$ cat src/rtl/addsub_seq_pkg.sv
// Shared ALU definitions for the sequential adder/subtractor.
//   state_t        : controller states (IDLE, RUN, DONE)
//   OP_ADD/OP_SUB  : encodings of the 'op' input
//   FLAG_*         : bit positions if the four flags are bundled as
//                    {cout, ovf, zero, neg} into a 4-bit vector
package addsub_seq_pkg;

    typedef enum logic [1:0] {
        IDLE = 2'd0,
        RUN  = 2'd1,
        DONE = 2'd2
    } state_t;

    localparam logic OP_ADD = 1'b0;
    localparam logic OP_SUB = 1'b1;

    localparam int FLAG_NEG  = 0;
    localparam int FLAG_ZERO = 1;
    localparam int FLAG_OVF  = 2;
    localparam int FLAG_COUT = 3;
    localparam int FLAG_W    = 4;

endpackage

$ cat src/rtl/addsub_seq_chunk.sv
// CHUNK-bit ripple-carry adder slice built from single-bit full adders.
// Ports:
//   a, b  : CHUNK-bit slice operands
//   cin   : carry into bit 0
//   sum   : CHUNK-bit slice sum
//   cout  : carry out of the top bit
//   cmsb  : carry into the top bit (used for signed-overflow detection)
module full_adder (
    input  logic a,
    input  logic b,
    input  logic cin,
    output logic sum,
    output logic cout
);
    assign sum  = a ^ b ^ cin;
    assign cout = (a & b) | (cin & (a ^ b));
endmodule

module adder_chunk #(
    parameter int CHUNK = 4
) (
    input  logic [CHUNK-1:0] a,
    input  logic [CHUNK-1:0] b,
    input  logic             cin,
    output logic [CHUNK-1:0] sum,
    output logic             cout,
    output logic             cmsb
);
    logic [CHUNK:0] carry;

    assign carry[0] = cin;

    generate
        for (genvar gi = 0; gi < CHUNK; gi++) begin : g_bit
            full_adder u_fa (
                .a    (a[gi]),
                .b    (b[gi]),
                .cin  (carry[gi]),
                .sum  (sum[gi]),
                .cout (carry[gi+1])
            );
        end
    endgenerate

    assign cout = carry[CHUNK];
    assign cmsb = carry[CHUNK-1];
endmodule

$ cat src/rtl/addsub_seq.sv
// Multi-cycle WIDTH-bit adder/subtractor computing CHUNK bits per clock with
// the carry registered between slices.
// Ports:
//   clk, rst            : clock, synchronous active-high reset
//   start               : request, accepted only when not busy
//   op                  : 0 = a+b+cin, 1 = a-b-cin (cin is borrow-in)
//   cin, a, b           : operands, captured on acceptance
//   busy                : high while slices are being computed
//   done                : one-cycle pulse, result and flags valid
//   result              : sum/difference, held until the next accepted op
//   cout, ovf, zero, neg: carry-out (sub: 1 = no borrow), signed overflow,
//                         result==0, result MSB
module addsub_seq #(
    parameter int WIDTH = 16,
    parameter int CHUNK = 4
) (
    input  logic             clk,
    input  logic             rst,
    input  logic             start,
    input  logic             op,
    input  logic             cin,
    input  logic [WIDTH-1:0] a,
    input  logic [WIDTH-1:0] b,
    output logic             busy,
    output logic             done,
    output logic [WIDTH-1:0] result,
    output logic             cout,
    output logic             ovf,
    output logic             zero,
    output logic             neg
);
    import addsub_seq_pkg::*;

    localparam int NCHUNK = WIDTH / CHUNK;
    localparam int IDX_W  = (NCHUNK > 1) ? $clog2(NCHUNK) : 1;
    localparam logic [IDX_W-1:0] LAST_IDX = IDX_W'(NCHUNK - 1);

    state_t           state_reg;
    logic [WIDTH-1:0] a_reg;
    logic [WIDTH-1:0] b_reg;        // already inverted for subtraction
    logic             carry_reg;
    logic [IDX_W-1:0] idx_reg;
    logic [WIDTH-1:0] result_reg;
    logic [WIDTH-1:0] result_next;
    logic             cout_reg;
    logic             ovf_reg;
    logic             zero_reg;
    logic             neg_reg;

    logic [CHUNK-1:0] a_cur;
    logic [CHUNK-1:0] b_cur;
    logic [CHUNK-1:0] sum_cur;
    logic             slice_cout;
    logic             slice_cmsb;
    logic             is_last;

    // Slice mux: select the operand bits for the current slice index.
    assign a_cur   = a_reg[idx_reg*CHUNK +: CHUNK];
    assign b_cur   = b_reg[idx_reg*CHUNK +: CHUNK];
    assign is_last = (idx_reg == LAST_IDX);

    adder_chunk #(.CHUNK(CHUNK)) u_chunk (
        .a    (a_cur),
        .b    (b_cur),
        .cin  (carry_reg),
        .sum  (sum_cur),
        .cout (slice_cout),
        .cmsb (slice_cmsb)
    );

    // Slice demux: the current slice is replaced, every other slice keeps its
    // old value. The full vector is also what the zero flag looks at.
    generate
        for (genvar gi = 0; gi < NCHUNK; gi++) begin : g_slice
            assign result_next[gi*CHUNK +: CHUNK] =
                (idx_reg == IDX_W'(gi)) ? sum_cur : result_reg[gi*CHUNK +: CHUNK];
        end
    endgenerate

    always_ff @(posedge clk) begin
        if (rst) begin
            state_reg  <= IDLE;
            a_reg      <= '0;
            b_reg      <= '0;
            carry_reg  <= 1'b0;
            idx_reg    <= '0;
            result_reg <= '0;
            cout_reg   <= 1'b0;
            ovf_reg    <= 1'b0;
            zero_reg   <= 1'b0;
            neg_reg    <= 1'b0;
        end else begin
            case (state_reg)
                IDLE, DONE: begin
                    if (start) begin
                        // Subtraction is a + ~b + ~borrow: invert once here so
                        // the slice datapath is a plain adder.
                        a_reg     <= a;
                        b_reg     <= (op == OP_SUB) ? ~b : b;
                        carry_reg <= (op == OP_SUB) ? ~cin : cin;
                        idx_reg   <= '0;
                        state_reg <= RUN;
                    end else begin
                        state_reg <= IDLE;
                    end
                end
                RUN: begin
                    result_reg <= result_next;
                    carry_reg  <= slice_cout;
                    if (is_last) begin
                        cout_reg  <= slice_cout;
                        ovf_reg   <= slice_cmsb ^ slice_cout;
                        zero_reg  <= (result_next == '0);
                        neg_reg   <= result_next[WIDTH-1];
                        idx_reg   <= '0;
                        state_reg <= DONE;
                    end else begin
                        idx_reg <= idx_reg + 1'b1;
                    end
                end
                default: state_reg <= IDLE;
            endcase
        end
    end

    assign busy   = (state_reg == RUN);
    assign done   = (state_reg == DONE);
    assign result = result_reg;
    assign cout   = cout_reg;
    assign ovf    = ovf_reg;
    assign zero   = zero_reg;
    assign neg    = neg_reg;

endmodule

$ cat config.mk
export PLATFORM = sky130hd
export DESIGN_NAME = addsub_seq
export DESIGN_NICKNAME = d
export VERILOG_FILES = /design/src/rtl/addsub_seq_pkg.sv /design/src/rtl/addsub_seq_chunk.sv /design/src/rtl/addsub_seq.sv
export SDC_FILE = /design/constraint.sdc
export NUM_CORES = 1
export LEC_CHECK = 0
export CELL_PAD_IN_SITES_DETAIL_PLACEMENT = 0
export CELL_PAD_IN_SITES_GLOBAL_PLACEMENT = 2
export CORE_UTILIZATION = 32
export CTS_CLUSTER_SIZE = 24
export DETAILED_ROUTE_END_ITERATION = 10
export PLACE_DENSITY_LB_ADDON = 0.1
export SLEW_MARGIN = 15
export SYNTH_ARGS = -nofsm -noshare
export SYNTH_HDL_FRONTEND = slang
export SYNTH_SLANG_ARGS = --single-unit
$ cat constraint.sdc
create_clock -name clk -period 10.1 [get_ports clk]
set_input_delay 3.03 -clock clk [delete_from_list [all_inputs] [get_ports clk]]
set_output_delay 3.03 -clock clk [all_outputs]
set_load 0.01 [all_outputs]
==> load_flow_metrics.sql <==
INSERT INTO impl_metrics (metric_group, metric, value, unit) VALUES
('timing', 'final.setup_skew', '0.004644', 'ns'),
('worst_setup_path', 'worstPathArrival', '1.97', 'ns'),
('layout', 'fin_cells', '435', ''),
('synth', 'syn-mean-instance-area', '9.135', 'sq um'),
('worst_setup_path', 'worst_path_max_delay_cell', 'sky130_fd_sc_hd__clkdlybuf4s50_1', ''),
('grt', 'number_of_antenna_violations_at_the_first_check_in_global_routing', '0', ''),
('hold_path', 'hold_class', 'flop to flop', ''),
('layout', 'drive_above_1_share', '0.07207', ''),
('worst_setup_path', 'timing.critical_path.from_type', 'flop', ''),
('clock_tree', 'cts-buffers-inserted', '9', ''),
('floorplanning', 'fp.dieH', '91.25', 'um'),
('layout', 'fin_util', '0.4347', ''),
('timing', 'achievable-frequency', '200.0', 'MHz'),
('grt', 'grt-busiest-layer', 'met2', ''),
('worst_setup_path', 'worst_path_buf_inv', '2', ''),
('synth', 'ys_seq_elements', '57', ''),
('worst_setup_path', 'timing.setup.critical_path_class', 'flop to output pin', ''),
('layout', 'sequential_cell_area', '0.001141', 'sq mm'),
('place', 'place.gp.congestion', '0.6693', ''),
('timing', 'worstMarginPinSlew', '1.078', 'ns'),
('grt', 'met2_track_usage_gr', '0.2551', ''),
('floorplanning', 'initial_utilization', '0.3298', ''),
('floorplanning', 'floorplan.die.width', '91.25', 'um'),
('timing', 'drv_slew', '0', ''),
('grt', 'use_met1', '0.1856', ''),
('clock_tree', 'cts_root_buffer', 'sky130_fd_sc_hd__clkbuf_8', ''),
('synth', 'synth_cells', '279', ''),
('timing', 'slew_headroom', '0.2813', ''),
('timing', 'grt_setup_unrepaired', 'no', ''),
('clock_tree', 'clock_path_buffers', '2', ''),
('pwr', 'vdd.ir_drop.worst', '0.06583', 'mV'),
('synth', 'synthesis.area', '0.002549', 'sq mm'),
('place', 'cells_after_dpl', '419', ''),
('layout', 'area.growth.synth_to_final', '31.81', '%'),
('synth', 'yosys.cell_types.count', '33', ''),
('worst_setup_path', 'worstSetupEndpointType', 'output pin', ''),
('routing', 'route.vias.total', '2057', ''),
('routing', 'route.detailed.wl_per_inst', '13.71', 'um'),
('run_status', 'outcome', 'completed', ''),
('synth', 'synth.top_cells.by_area', 'sky130_fd_sc_hd__dfxtp_1, sky130_fd_sc_hd__nand2_1, sky130_fd_sc_hd__mux4_2', ''),
('place', 'place_hpwl', '3911', 'um'),
('routing', 'route.final.wire_length', '5964', 'um'),
('synth', 'mappedNetlistNets', '324', ''),
('routing', 'drt_iter0_markers', '66', ''),
('pwr', 'power_leakage', '1.197', 'nW'),
('synth', 'synth_sequential_area_ratio', '0.4477', ''),
('routing', 'final_antenna_net_count', '0', ''),
('grt', 'grt_max_degree', '57', ''),
('worst_setup_path', 'timing.critical_path.cells', 'or2b_1, clkinv_1, clkdlybuf4s50_1', ''),
('routing', 'detail_route.first_pass.iterations', '4', ''),
('grt', 'grt_use_total', '0.1548', ''),
('timing', 'post-route-period-util', '0.4950', ''),
('clock_tree', 'post_cts_sizing_count', '0', ''),
('pwr', 'pwr_density_cell', '162.9', 'mW/mm^2'),
('floorplanning', 'core_region_area', '0.007727', 'sq mm'),
('worst_setup_path', 'critical-path-max-stage-delay', '0.62', 'ns'),
('worst_setup_path', 'critical_path_s_top_delay_family', 'buffers and inverters', ''),
('place', 'io_buffers', '58', ''),
('place', 'dp_worst_setup_slack', '5.141', 'ns'),
('timing', 'setup_tns', '0', 'ns'),
('grt', 'grt_overflow', '0', ''),
('routing', 'route.detailed.vias_per_inst', '4.729', ''),
('grt', 'first_global_vias', '2010', ''),
('timing', 'setup_ws', '5.100', 'ns'),
('timing', 'final-setup-viol-count', '0', ''),
('grt', 'met3_usage', '0.05193', ''),
('clock_tree', 'cts_post_setup_buffers_inserted', '0', ''),
('layout', 'number_of_inserted_diodes', '0', ''),
('layout', 'fill_cells', '810', ''),
('clock_tree', 'holdBufCountCts', '0', ''),
('grt', 'grt_first_pass_wirelength', '9908', 'um');
[worst register-to-register path, stage by stage, from the launching register on]
cell and delay, ns:
sky130_fd_sc_hd__dfxtp_1 0.78, sky130_fd_sc_hd__mux4_2 0.63, sky130_fd_sc_hd__fa_1 0.39, sky130_fd_sc_hd__fa_1 0.38, sky130_fd_sc_hd__fa_1 0.42, sky130_fd_sc_hd__inv_1 0.09
sky130_fd_sc_hd__fa_1 0.34, sky130_fd_sc_hd__nor3b_2 0.26, sky130_fd_sc_hd__o2111ai_1 0.14, sky130_fd_sc_hd__or4_1 0.53, sky130_fd_sc_hd__a21oi_1 0.14
[path summary, 6_finish.rpt]
check                                  from                     to  slack [ns]  cells past startpoint
setup / recovery  state_reg[0]$_SDFFE_PP0P_                   busy        5.10                      3
hold / removal        a_reg[2]$_SDFFE_PP0P_  a_reg[2]$_SDFFE_PP0P_        0.45                      2
setup reg to reg    idx_reg[0]$_SDFFE_PP0P_      zero$_SDFFE_PP0P_        5.92                     10
hold reg to reg       a_reg[2]$_SDFFE_PP0P_  a_reg[2]$_SDFFE_PP0P_        0.45                      2
[cells in the final DEF (no fill, tap or decap), types with 2 or more instances in the layout]
cell | synthesis | layout
sky130_fd_sc_hd__dfxtp_1 | 57 | 57
sky130_fd_sc_hd__clkdlybuf4s50_1 | 0 | 57
sky130_fd_sc_hd__nand2_1 | 51 | 51
sky130_fd_sc_hd__a21oi_1 | 32 | 32
sky130_fd_sc_hd__nor2_1 | 27 | 27
sky130_fd_sc_hd__xnor2_1 | 18 | 18
sky130_fd_sc_hd__a211oi_1 | 17 | 17
sky130_fd_sc_hd__clkbuf_8 | 0 | 10
sky130_fd_sc_hd__mux4_2 | 8 | 8
sky130_fd_sc_hd__inv_1 | 7 | 7
sky130_fd_sc_hd__mux2i_1 | 5 | 5
sky130_fd_sc_hd__nand3_1 | 5 | 5
sky130_fd_sc_hd__fa_1 | 4 | 4
sky130_fd_sc_hd__ha_1 | 4 | 4
sky130_fd_sc_hd__a311oi_1 | 3 | 3
sky130_fd_sc_hd__clkbuf_1 | 13 | 3
sky130_fd_sc_hd__o21a_1 | 2 | 2
sky130_fd_sc_hd__nor3_1 | 2 | 2
sky130_fd_sc_hd__nor4_1 | 2 | 2
sky130_fd_sc_hd__o21ai_0 | 2 | 2
sky130_fd_sc_hd__clkinv_2 | 0 | 2
[logic make-up (layout without fill, tap and decap cells)]
group                      Yosys count  in the layout  share of synthesized area
AOI/OAI and AO/OA                   60             60                     0.1443
and+or+nand+nor                     95             95                     0.1581
xor gates and xnor gates            18             18                    0.06186
muxes                               13             13                    0.09033
DFF                                 57             57                     0.4477
adders and majority gates            8              8                    0.05106
buffers and inverters               28             82                    0.04664
[synthesized netlist by cell type, drive strengths merged]
cell type and count:
a211oi 17, a21oi 32, a22oi 1, a311oi 3, a31oi 1, and2b 1, and3b 1, buf 7
clkbuf 13, clkinv 1, dfxtp 57, fa 4, ha 4, inv 7, mux2i 5, mux4 8
nand2 51, nand2b 1, nand3 5, nor2 27, nor2b 2, nor3 2, nor3b 1, nor4 2
o2111ai 1, o21a 2, o21ai 2, o22ai 1, or2b 1, or4 1, xnor2 18
[power breakdown]
group / leakage (nW) / switching [mW] / internal (mW)
registers: 0.467 / 0.00956 / 0.238
clock network: 0.0974 / 0.0874 / 0.120
logic: 0.633 / 0.0473 / 0.0451
[layer usage]
layer,vias to the layer above,share of wire
li1,1053,-
met1,944,0.47
met4,0,0.017
met3,10,0.048
met2,50,0.46
met5,-,0
[final cells by class]
type | instances | area share
Sequential cell | 57 | 0.3397
Inverter | 8 | 0.008939
Clock inverter | 3 | 0.01192
Multi-Input combinational cell | 194 | 0.3858
Timing Repair Buffer | 58 | 0.1713
Clock buffer | 13 | 0.04432
Tap cell | 102 | 0.03799
[stage by stage]
step	total power [mW]	hold slack (ns)	area, sq um
2_1_floorplan	0.3078	0.4331	2549
5_1_grt	0.5771	0.4801	3359
4_1_cts	0.5553	0.4554	3359
6_report	0.5473	0.4532	3359
3_5_place_dp	0.3465	0.4468	3171
3_3_place_gp	0.3455	0.4411	3171
(Power assumes the default switching activity.)
